### src/rtl/vga_timing_addr_gen.sv
// vga_timing_addr_gen: VGA sync/blank timing with scaled framebuffer window address generation.
// Define DBL_BUF_EN to enable double buffering (buffer select prepended as the address MSB).
module vga_timing_addr_gen #(
   parameter int unsigned PIX_DIV  = 2,
   parameter int unsigned H_ACT    = 640,
   parameter int unsigned H_FP     = 16,
   parameter int unsigned H_SYNC   = 96,
   parameter int unsigned H_BP     = 48,
   parameter int unsigned V_ACT    = 480,
   parameter int unsigned V_FP     = 10,
   parameter int unsigned V_SYNC   = 2,
   parameter int unsigned V_BP     = 33,
   parameter int unsigned SYNC_POL = 0,
   parameter int unsigned FB_W     = 640,
   parameter int unsigned FB_H     = 480,
   parameter int unsigned SCALE    = 1,
   parameter int unsigned WIN_X0   = 0,
   parameter int unsigned WIN_Y0   = 0,
   parameter int unsigned RD_LAT   = 1,
   parameter int unsigned ADDR_W   = 19
) (
   input  logic              clk,
   input  logic              rst,
   input  logic              swap_req,
   output logic              swap_ack,
   output logic              buf_sel,
   output logic              pixel_clk_out,
   output logic              Hsync_out,
   output logic              Vsync_out,
   output logic              nblanck,
   output logic              nsync,
   output logic              display_EN,
   output logic              black_flag,
   output logic [ADDR_W-1:0] framebuff_addr,
   output logic              frame_start
);

   localparam int unsigned H_TOT = H_ACT + H_FP + H_SYNC + H_BP;
   localparam int unsigned V_TOT = V_ACT + V_FP + V_SYNC + V_BP;
   localparam int unsigned HW    = $clog2(H_TOT + 1);
   localparam int unsigned VW    = $clog2(V_TOT + 1);
   localparam int unsigned DW    = $clog2(PIX_DIV);
   localparam int unsigned SW    = (SCALE > 1) ? $clog2(SCALE) : 1;
`ifdef DBL_BUF_EN
   localparam int unsigned LW    = ADDR_W - 1;
`else
   localparam int unsigned LW    = ADDR_W;
`endif
   // Window bounds clipped to the active area
   localparam int unsigned WX0   = (WIN_X0 < H_ACT) ? WIN_X0 : H_ACT;
   localparam int unsigned WX1   = (WIN_X0 + FB_W * SCALE < H_ACT) ? WIN_X0 + FB_W * SCALE : H_ACT;
   localparam int unsigned WY0   = (WIN_Y0 < V_ACT) ? WIN_Y0 : V_ACT;
   localparam int unsigned WY1   = (WIN_Y0 + FB_H * SCALE < V_ACT) ? WIN_Y0 + FB_H * SCALE : V_ACT;
   localparam int unsigned HS0   = H_ACT + H_FP;
   localparam int unsigned HS1   = HS0 + H_SYNC;
   localparam int unsigned VS0   = V_ACT + V_FP;
   localparam int unsigned VS1   = VS0 + V_SYNC;
   localparam int unsigned DEPTH = RD_LAT + 1;
   localparam logic        SYNC_ON  = 1'(SYNC_POL);
   localparam logic        SYNC_OFF = ~SYNC_ON;
   // Pipeline stage layout: {active, black, hsync, vsync}
   localparam logic [3:0]  PIPE_RST = {1'b0, 1'b1, SYNC_OFF, SYNC_OFF};

   logic [DW-1:0]     div_q, div_d;
   logic [HW-1:0]     h_q, h_d;
   logic [VW-1:0]     v_q, v_d;
   logic [LW-1:0]     col_q, col_d, row_q, row_d, lin_c;
   logic [SW-1:0]     subx_q, subx_d, suby_q, suby_d;
   logic [ADDR_W-1:0] addr_q, addr_d, win_addr_c;
   logic              pclk_q, pclk_d, fs_q, fs_d;
   logic              buf_q, buf_d, ack_q, ack_d;
   logic              pix_ce_c, h_end_c, v_end_c, ge_x0_c, ge_y0_c;
   logic              in_x_c, in_y_c, in_win_c, active_c;
   logic [3:0]        stage_c, pipe_out_c;

   // Lower window edge compare, elided when the window starts at the screen edge
   if (WX0 == 0) begin : g_x0_zero
      assign ge_x0_c = 1'b1;
   end else begin : g_x0_cmp
      assign ge_x0_c = (h_q >= HW'(WX0));
   end
   if (WY0 == 0) begin : g_y0_zero
      assign ge_y0_c = 1'b1;
   end else begin : g_y0_cmp
      assign ge_y0_c = (v_q >= VW'(WY0));
   end

   // Position decode for the current (h, v)
   always_comb begin
      pix_ce_c = (div_q == DW'(PIX_DIV - 1));
      h_end_c  = (h_q == HW'(H_TOT - 1));
      v_end_c  = (v_q == VW'(V_TOT - 1));
      in_x_c   = ge_x0_c && (h_q < HW'(WX1));
      in_y_c   = ge_y0_c && (v_q < VW'(WY1));
      in_win_c = in_x_c && in_y_c;
      active_c = (h_q < HW'(H_ACT)) && (v_q < VW'(V_ACT));
      lin_c    = row_q + col_q;
      stage_c  = {active_c, ~in_win_c,
                  ((h_q >= HW'(HS0)) && (h_q < HW'(HS1))) ? SYNC_ON : SYNC_OFF,
                  ((v_q >= VW'(VS0)) && (v_q < VW'(VS1))) ? SYNC_ON : SYNC_OFF};
   end

`ifdef DBL_BUF_EN
   assign win_addr_c = {buf_q, lin_c};
`else
   assign win_addr_c = lin_c;
`endif

   // Next state for counters, incremental address and registered strobes
   always_comb begin
      div_d  = pix_ce_c ? '0 : div_q + DW'(1);
      h_d    = h_q;
      v_d    = v_q;
      col_d  = col_q;
      subx_d = subx_q;
      row_d  = row_q;
      suby_d = suby_q;
      addr_d = addr_q;
      pclk_d = (div_q >= DW'(PIX_DIV / 2));
      fs_d   = 1'b0;
      if (pix_ce_c) begin
         h_d    = h_end_c ? '0 : h_q + HW'(1);
         addr_d = in_win_c ? win_addr_c : '0;
         fs_d   = h_end_c && (v_q == VW'(VS0 - 1));
         if (h_end_c) begin
            v_d = v_end_c ? '0 : v_q + VW'(1);
         end
         if (in_win_c) begin
            if (subx_q == SW'(SCALE - 1)) begin
               subx_d = '0;
               col_d  = col_q + LW'(1);
            end else begin
               subx_d = subx_q + SW'(1);
            end
         end else begin
            subx_d = '0;
            col_d  = '0;
         end
         if (h_end_c) begin
            if (in_y_c) begin
               if (suby_q == SW'(SCALE - 1)) begin
                  suby_d = '0;
                  row_d  = row_q + LW'(FB_W);
               end else begin
                  suby_d = suby_q + SW'(1);
               end
            end else begin
               suby_d = '0;
               row_d  = '0;
            end
         end
      end
   end

`ifdef DBL_BUF_EN
   logic pend_q, pend_d;

   // Swap request latch; swap taken at frame start including a same-cycle request
   always_comb begin
      buf_d  = buf_q;
      ack_d  = 1'b0;
      pend_d = pend_q | swap_req;
      if (fs_q && (pend_q || swap_req)) begin
         buf_d  = ~buf_q;
         ack_d  = 1'b1;
         pend_d = 1'b0;
      end
   end

   // Pending swap register
   always_ff @(posedge clk) begin
      if (rst) pend_q <= 1'b0;
      else     pend_q <= pend_d;
   end
`else
   logic swap_req_unused;

   // Single buffer: no swaps
   always_comb begin
      buf_d           = 1'b0;
      ack_d           = 1'b0;
      swap_req_unused = swap_req;
   end
`endif

   // Main state registers
   always_ff @(posedge clk) begin
      if (rst) begin
         div_q  <= '0;
         h_q    <= '0;
         v_q    <= '0;
         col_q  <= '0;
         subx_q <= '0;
         row_q  <= '0;
         suby_q <= '0;
         addr_q <= '0;
         pclk_q <= 1'b0;
         fs_q   <= 1'b0;
         buf_q  <= 1'b0;
         ack_q  <= 1'b0;
      end else begin
         div_q  <= div_d;
         h_q    <= h_d;
         v_q    <= v_d;
         col_q  <= col_d;
         subx_q <= subx_d;
         row_q  <= row_d;
         suby_q <= suby_d;
         addr_q <= addr_d;
         pclk_q <= pclk_d;
         fs_q   <= fs_d;
         buf_q  <= buf_d;
         ack_q  <= ack_d;
      end
   end

   // Sync/blank alignment pipeline: one stage for the address register plus RD_LAT
   for (genvar g = 0; g < DEPTH; g++) begin : g_pipe
      logic [3:0] q;
      if (g == 0) begin : g_head
         // Capture decode of the current pixel
         always_ff @(posedge clk) begin
            if (rst)           q <= PIPE_RST;
            else if (pix_ce_c) q <= stage_c;
         end
      end else begin : g_tail
         // Delay by one pixel
         always_ff @(posedge clk) begin
            if (rst)           q <= PIPE_RST;
            else if (pix_ce_c) q <= g_pipe[g-1].q;
         end
      end
   end
   assign pipe_out_c = g_pipe[DEPTH-1].q;

   assign pixel_clk_out  = pclk_q;
   assign framebuff_addr = addr_q;
   assign frame_start    = fs_q;
   assign buf_sel        = buf_q;
   assign swap_ack       = ack_q;
   assign display_EN     = pipe_out_c[3];
   assign nblanck        = pipe_out_c[3];
   assign black_flag     = pipe_out_c[2];
   assign Hsync_out      = pipe_out_c[1];
   assign Vsync_out      = pipe_out_c[0];
   assign nsync          = 1'b0;

endmodule

### config.mk
export PLATFORM = sky130hd
export DESIGN_NAME = vga_timing_addr_gen
export DESIGN_NICKNAME = d
export VERILOG_FILES = /design/src/rtl/vga_timing_addr_gen.sv
export SDC_FILE = /design/constraint.sdc
export NUM_CORES = 1
export LEC_CHECK = 0
export CAP_MARGIN = 20
export CELL_PAD_IN_SITES_DETAIL_PLACEMENT = 0
export CELL_PAD_IN_SITES_GLOBAL_PLACEMENT = 1
export CORE_MARGIN = 2
export CORE_UTILIZATION = 40
export CTS_CLUSTER_DIAMETER = 30
export CTS_CLUSTER_SIZE = 12
export DETAILED_ROUTE_END_ITERATION = 6
export PLACE_DENSITY = 0.82
export SLEW_MARGIN = 20
export SYNTH_ARGS = -nofsm -noshare
export SYNTH_HDL_FRONTEND = slang
export SYNTH_SLANG_ARGS = --single-unit
export TNS_END_PERCENT = 1
### constraint.sdc
create_clock -name clk -period 3.5 [get_ports clk]
set_input_delay 0.525 -clock clk [delete_from_list [all_inputs] [get_ports clk]]
set_output_delay 0.525 -clock clk [all_outputs]
set_load 0.02 [all_outputs]
==> reports/qor.yml, run 1 <==
synthDistinctLibCells: 56
synth_seq_area_share: 0.405
cts_tree: "yes"
power_frac_seq: 0.537
clkPwrFrac: 0.416
synth-seq-cells: 81
cts.sinks: 81
cts_max_level: 3
post_route_cells_drive_above_1_share: 0.0675
area_delta_synth_final_pct: 14.9
core_area_mm2: 0.00973
syn_avg_cell_area_um2: 8.66
hold-path-cell-count: 2
synth_edf_count: 0
cts_made_buffers: 9
p_switching_mw: 0.409
fin_nets: 506
synth_top_area_frac: 0.405
drc: 0
cts_buffer_depth: 2
end_kind: "register"
synth_flop_cell: "dfxtp_1"
hold_viol: 0
leakage_nw: 1.67
worstMarginPinSlew_ns: 0.670
grtUsageTotal: 0.162
rsz0062_at_grt: "false"
synth_xor_area_frac: 0.101
cts.clk_slew.worst_paths_ns: 0.08
synth_top_family_by_area: "simple AND/OR/NAND/NOR gates"
switching_share: 0.233
dpl.hpwl_um: 5900
die_h_um: 104
crit_arrival_ns: 2.84
required_ns: 3.79
cp_max_fo: 16
first_pass_iters: 4
finalPower_mw: 1.76
first_iter_violations: 111
die_w_um: 104
peakVddDrop_uv: 273
synth_largest_area_cell: "dfxtp_1"
p_per_area_mw_per_mm2: 382
num_rows: 36
design.portCount: 32
cts-root-buf: "clkbuf_8"
r2r_setup_slack_ns: 0.96
fin_crit_ns: 2.54
grt_first_pass_wirelength_um: 14600
via_per_inst: 5.28
io_buffers: 27
synth.area.mux_share: 0.00750
synthArstFlopShare: 0
gp_congestion: 0.786
final_cell_mix: "81 x dfxtp_1, 50 x nor2_1, 41 x nand2_1, 31 x o21ai_0"
vias: 3287
critPathKind: "reg2reg"
hold_slack_ns: 0.445
hold_path.class: "reg2reg"
cap_viol_max_count: 0
cts_hold_buf: 0
syn_area_mm2: 0.00400
synth_warnings: 0
grt_pass1_vias: 3020
setup_viol: 0
fmax_ghz: 0.393
synth_area_leaders: "dfxtp_1 41%, ha_1 5.9%, xor2_1 5.9%"
fin_tns_setup_ns: 0
final_common_cell: "dfxtp_1"
status: "finished, final reports clean"
start_util: 0.411
drt-total-wl_um: 8420
ant_nets: 0
slew_headroom: 0.552
pwr-share-comb: 0.047
syn_inst: 462
internal_power_mw: 1.35
antenna_found_initial: 0
final_util: 0.473
cts_resized: 0
cts_post_setup_buffers_inserted: 0
slew_viol_final: 0
grt_start_max_net_pins: 22
fin_skew_ns: 0.00585
synth_fa_ha_area_frac: 0.0594
wl_per_cell_um: 13.5
synth_compound_gate_area_share: 0.151
antenna_cells: 0
cp-start-kind: "register"
finalCritPeriodShare: 0.727
rr_worst_depth: 4
synth-simple-area-share: 0.237
nFillCells: 948
gr-total-overflow: 0
dieArea_mm2: 0.0108
clock_latency_ns: 0.36
==> power groups by stage <==
stage	clock (mW)	combinational, mW	sequential [mW]
3_3_place_gp	0	0.0823	0.965
4_1_cts	0.752	0.0841	0.943
6_report	0.731	0.0832	0.943
3_5_place_dp	0	0.0838	0.965
5_1_grt	0.795	0.0925	0.946
2_1_floorplan	0	0.0549	0.966
==> flip-flops by register name, indices dropped and copies added (netlist names) <==
name            cells
row_q              12
g_pipe.q            8
v_q                10
col_q              19
div_q               1
h_q                10
pixel_clk_out       1
framebuff_addr     19
frame_start         1
==> kinds of logic (layout without fill, tap and decap cells) <==
logic type,Yosys count,count (layout)
AOI/OAI and AO/OA,94,94
DFF,81,81
and+or+nand+nor,182,182
adders and majority gates,19,19
muxes,3,3
buffers and inverters,36,60
other,1,4
xor gates and xnor gates,46,46
==> through the flow <==
step                worst slack, ns  area (µm²)  instances
floorplan                      1.48        4010        465
global placement              0.895        4380        606
detailed placement            0.889        4380        606
CTS                           0.979        4600        622
global route                  0.791        4600        622
finish                        0.956        4600        622
==> final cells by class <==
cell class,count,area [µm²],area share
inverter,10,37.5,0.00816
tap,133,166,0.0362
clock buffer,12,165,0.0359
sequential,81,1620,0.353
multi-input combinational,348,2240,0.486
timing repair buffer,34,323,0.0702
clock inverter,4,50.0,0.0109
==> cell usage after synthesis (all sizes together), types with 2 or more instances <==
| cell type | instances |
|---|---|
| o21a | 2 |
| a211oi | 2 |
| a21oi | 21 |
| xnor2 | 19 |
| a211o | 4 |
| o21bai | 2 |
| nor2 | 51 |
| buf | 11 |
| inv | 9 |
| mux2i | 3 |
| ha | 19 |
| or3 | 4 |
| a2111oi | 2 |
| nand4 | 18 |
| a31oi | 4 |
| xor2 | 27 |
| o21ai | 32 |
| a22o | 6 |
| and4 | 3 |
| a21o | 4 |
| and3 | 7 |
| nand4b | 3 |
| and2 | 2 |
| nor4 | 8 |
| o211ai | 3 |
| nand2 | 41 |
| nand2b | 4 |
| nor3 | 12 |
| nor2b | 4 |
| nand3 | 20 |
| dfxtp | 81 |
| a41oi | 4 |
| clkbuf | 15 |
==> critical path, cell delays in order (launching register included) <==
cell and delay [ns]:
dfxtp_1 0.66, nand4_4 0.22, or4_1 0.85, or4b_1 0.60, a21oi_1 0.15
==> worst paths after layout <==
| check | start | end |
|---|---|---|
| setup / recovery | div_q | row_q[11] |
| hold / removal | g_pipe[0].q[3] | g_pipe[0].q[3] |
| setup reg to reg | div_q | row_q[11] |
| hold reg to reg | g_pipe[0].q[3] | g_pipe[0].q[3] |
==> layer usage <==
metal | vias up | share of wire | track usage
met5 | - | 0 | 0
met4 | 0 | 0.0078 | 0.0521
met3 | 4 | 0.042 | 0.0401
met2 | 63 | 0.46 | 0.257
met1 | 1534 | 0.49 | 0.218
li1 | 1686 | - | -
No activity file was read; power rests on OpenSTA's default activity.
==> run 2: changes to the inputs <==
--- a/config.mk
+++ b/config.mk
@@ -13,7 +13,7 @@
 export CTS_CLUSTER_DIAMETER = 30
 export CTS_CLUSTER_SIZE = 12
 export DETAILED_ROUTE_END_ITERATION = 6
-export PLACE_DENSITY = 0.82
+export PLACE_DENSITY = 0.85
 export SLEW_MARGIN = 20
 export SYNTH_ARGS = -nofsm -noshare
 export SYNTH_HDL_FRONTEND = slang
==> constraint.sdc (replaced) <==
create_clock -name clk -period 2.2 [get_ports clk]
set_input_delay 0.33 -clock clk [delete_from_list [all_inputs] [get_ports clk]]
set_output_delay 0.33 -clock clk [all_outputs]
set_load 0.02 [all_outputs]
==> reports/qor.yml, run 2 (synthesis gave the netlist of run 1 again) <==
status: "finished, final reports clean"  # unchanged
crit_arrival_ns: 2.39  # was 2.84 ns
clock_latency_ns: 0.36  # about the same
hold_viol: 0  # unchanged
end_kind: "register"  # unchanged
wl_per_cell_um: 13.2  # was 13.5 µm
wl_met3_um: 312  # was 351 µm
vias: 3381  # was 3287
hold_path.class: "reg2reg"  # unchanged
finalCritPeriodShare: 0.955  # was 0.727
required_ns: 2.49  # was 3.79 ns
grtUsageTotal: 0.163  # was 0.162
internal_power_mw: 2.00  # was 1.35 mW
cts_buffer_depth: 2  # unchanged
rr_endpoint: "row_q[11]"  # unchanged
core_area_mm2: 0.00973  # unchanged
fin_crit_ns: 2.10  # was 2.54 ns
finalWorstSetupSlack_ns: 0.100  # was 0.956 ns
grt_first_pass_wirelength_um: 14800  # was 14600 µm
final_cell_mix: "81 x dfxtp_1, 50 x nor2_1, 41 x nand2_1, 30 x o21ai_0"  # was 81 x dfxtp_1, 50 x nor2_1, 41 x nand2_1, 31 x o21ai_0
gp_congestion: 0.796  # was 0.786
antenna_found_initial: 0  # unchanged
setup_viol: 0  # unchanged
first_pass_iters: 4  # unchanged
grt_pass1_vias: 3251  # was 3020
wl_met1_um: 4010  # was 4120 µm
cts_hold_buf: 0  # unchanged
finalPower_mw: 2.68  # was 1.76 mW
die_w_um: 104  # unchanged
io_buffers: 27  # unchanged
worstMarginPinSlew_ns: 0.537  # was 0.670 ns
cp_max_fo: 16  # unchanged
cap_viol_max_count: 0  # unchanged
hold_end: "framebuff_addr[15]"  # was g_pipe[0].q[3]
slew_viol_final: 0  # unchanged
clkPwrFrac: 0.386  # was 0.416
critPathKind: "reg2reg"  # unchanged
area_delta_synth_final_pct: 18.4  # was 14.9%
cp-start-kind: "register"  # unchanged
cts.sinks: 81  # unchanged
gr-total-overflow: 0  # unchanged
fmax_ghz: 0.476  # was 0.393 GHz
start_util: 0.411  # unchanged
pwr-share-comb: 0.056  # was 0.047
worst_r2r_startpoint: "h_q[0]"  # was div_q
post_route_cells_drive_above_1_share: 0.105  # was 0.0675
wl_met2_um: 3980  # was 3880 µm
via_per_inst: 5.29  # was 5.28
rsz0062_at_grt: "false"  # unchanged
drt-total-wl_um: 8440  # was 8420 µm
slew_headroom: 0.642  # was 0.552
fin_nets: 523  # was 506
grt_start_max_net_pins: 25  # was 22
peakVddDrop_uv: 294  # was 273 µV
ant_nets: 0  # unchanged
nFillCells: 945  # was 948
antenna_cells: 0  # unchanged
design.portCount: 32  # unchanged
fin_tns_setup_ns: 0  # unchanged
first_iter_violations: 104  # was 111
worstHoldStart: "framebuff_addr[15]"  # was g_pipe[0].q[3]
cts_tree: "yes"  # unchanged
p_per_area_mw_per_mm2: 565  # was 382 mW/mm²
drc: 0  # unchanged
switching_share: 0.254  # was 0.233
post-place-ws_ns: 0.0876  # was 0.889 ns
final_common_cell: "dfxtp_1"  # unchanged
r2r_setup_slack_ns: 0.10  # was 0.96 ns
power_frac_seq: 0.559  # was 0.537
leakage_nw: 1.75  # was 1.67 nW
die_h_um: 104  # unchanged
cts.clk_slew.worst_paths_ns: 0.09  # was 0.08 ns
cts_max_level: 3  # unchanged
fin_skew_ns: 0.00808  # was 0.00585 ns
p_switching_mw: 0.680  # was 0.409 mW
cts-root-buf: "clkbuf_8"  # unchanged
cts_made_buffers: 9  # unchanged
dpl.hpwl_um: 6070  # was 5900 µm
final_util: 0.487  # was 0.473
hold-path-cell-count: 2  # unchanged
rr_worst_depth: 6  # was 4
top_layer: "met4"  # unchanged
dieArea_mm2: 0.0108  # unchanged
num_rows: 36  # unchanged
==> run 2: worst max path at each step <==
stage,to,cells after the start,slack [ns],startpoint
floorplan,row_q[11],6,0.18,h_q[0]
global placement,row_q[11],6,0.13,h_q[0]
detailed placement,row_q[11],6,0.09,h_q[0]
CTS,row_q[11],6,0.07,h_q[0]
global route,row_q[11],6,0.004,h_q[0]
finish,row_q[11],6,0.10,h_q[0]
==> run 2: area by class of cell <==
cell class / instances / area (µm²) / share of cell area
multi-input cells: 348 / 2250 / 0.475
flip-flops and latches: 81 / 1620 / 0.342
repair buffers: 51 / 475 / 0.100
well taps: 133 / 166 / 0.0351
clock buffers: 10 / 138 / 0.0291
clock inverters: 6 / 50.0 / 0.0106
inverters: 10 / 37.5 / 0.00792
==> run 2: critical path: stages (launching register included) <==
cell	delay [ns]
dfxtp_1	0.35
ha_2	0.23
nand4_4	0.10
or4_1	0.53
buf_12	0.18
or4b_1	0.50
a21oi_1	0.14
==> run 2: power by group through the flow <==
stage | Combinational, mW | Clock [mW] | Sequential, mW
floorplan | 0.0873 | 0 | 1.54
global placement | 0.146 | 0 | 1.53
detailed placement | 0.149 | 0 | 1.53
CTS | 0.150 | 1.06 | 1.50
global route | 0.165 | 1.13 | 1.50
finish | 0.149 | 1.03 | 1.50
==> run 2: what timing repair did <==
| item | CTS | global route |
|---|---|---|
| setup endpoints to repair | 0 | 4 |
| resized for setup | 0 | 5 |
| setup buffers | 0 | 0 |
==> run 2: through the flow <==
stage | hold WS [ns] | instance area, µm² | cells
5_1_grt | 0.484 | 4740 | 639
3_3_place_gp | 0.434 | 4540 | 623
2_1_floorplan | 0.422 | 4010 | 465
4_1_cts | 0.452 | 4720 | 639
3_5_place_dp | 0.436 | 4540 | 623
6_report | 0.450 | 4740 | 639
==> run 2: per-layer routing <==
layer | GRT usage | up-vias
met5 | 0 | -
met4 | 0.0492 | 0
met3 | 0.0426 | 14
met2 | 0.275 | 62
met1 | 0.204 | 1584
li1 | - | 1721
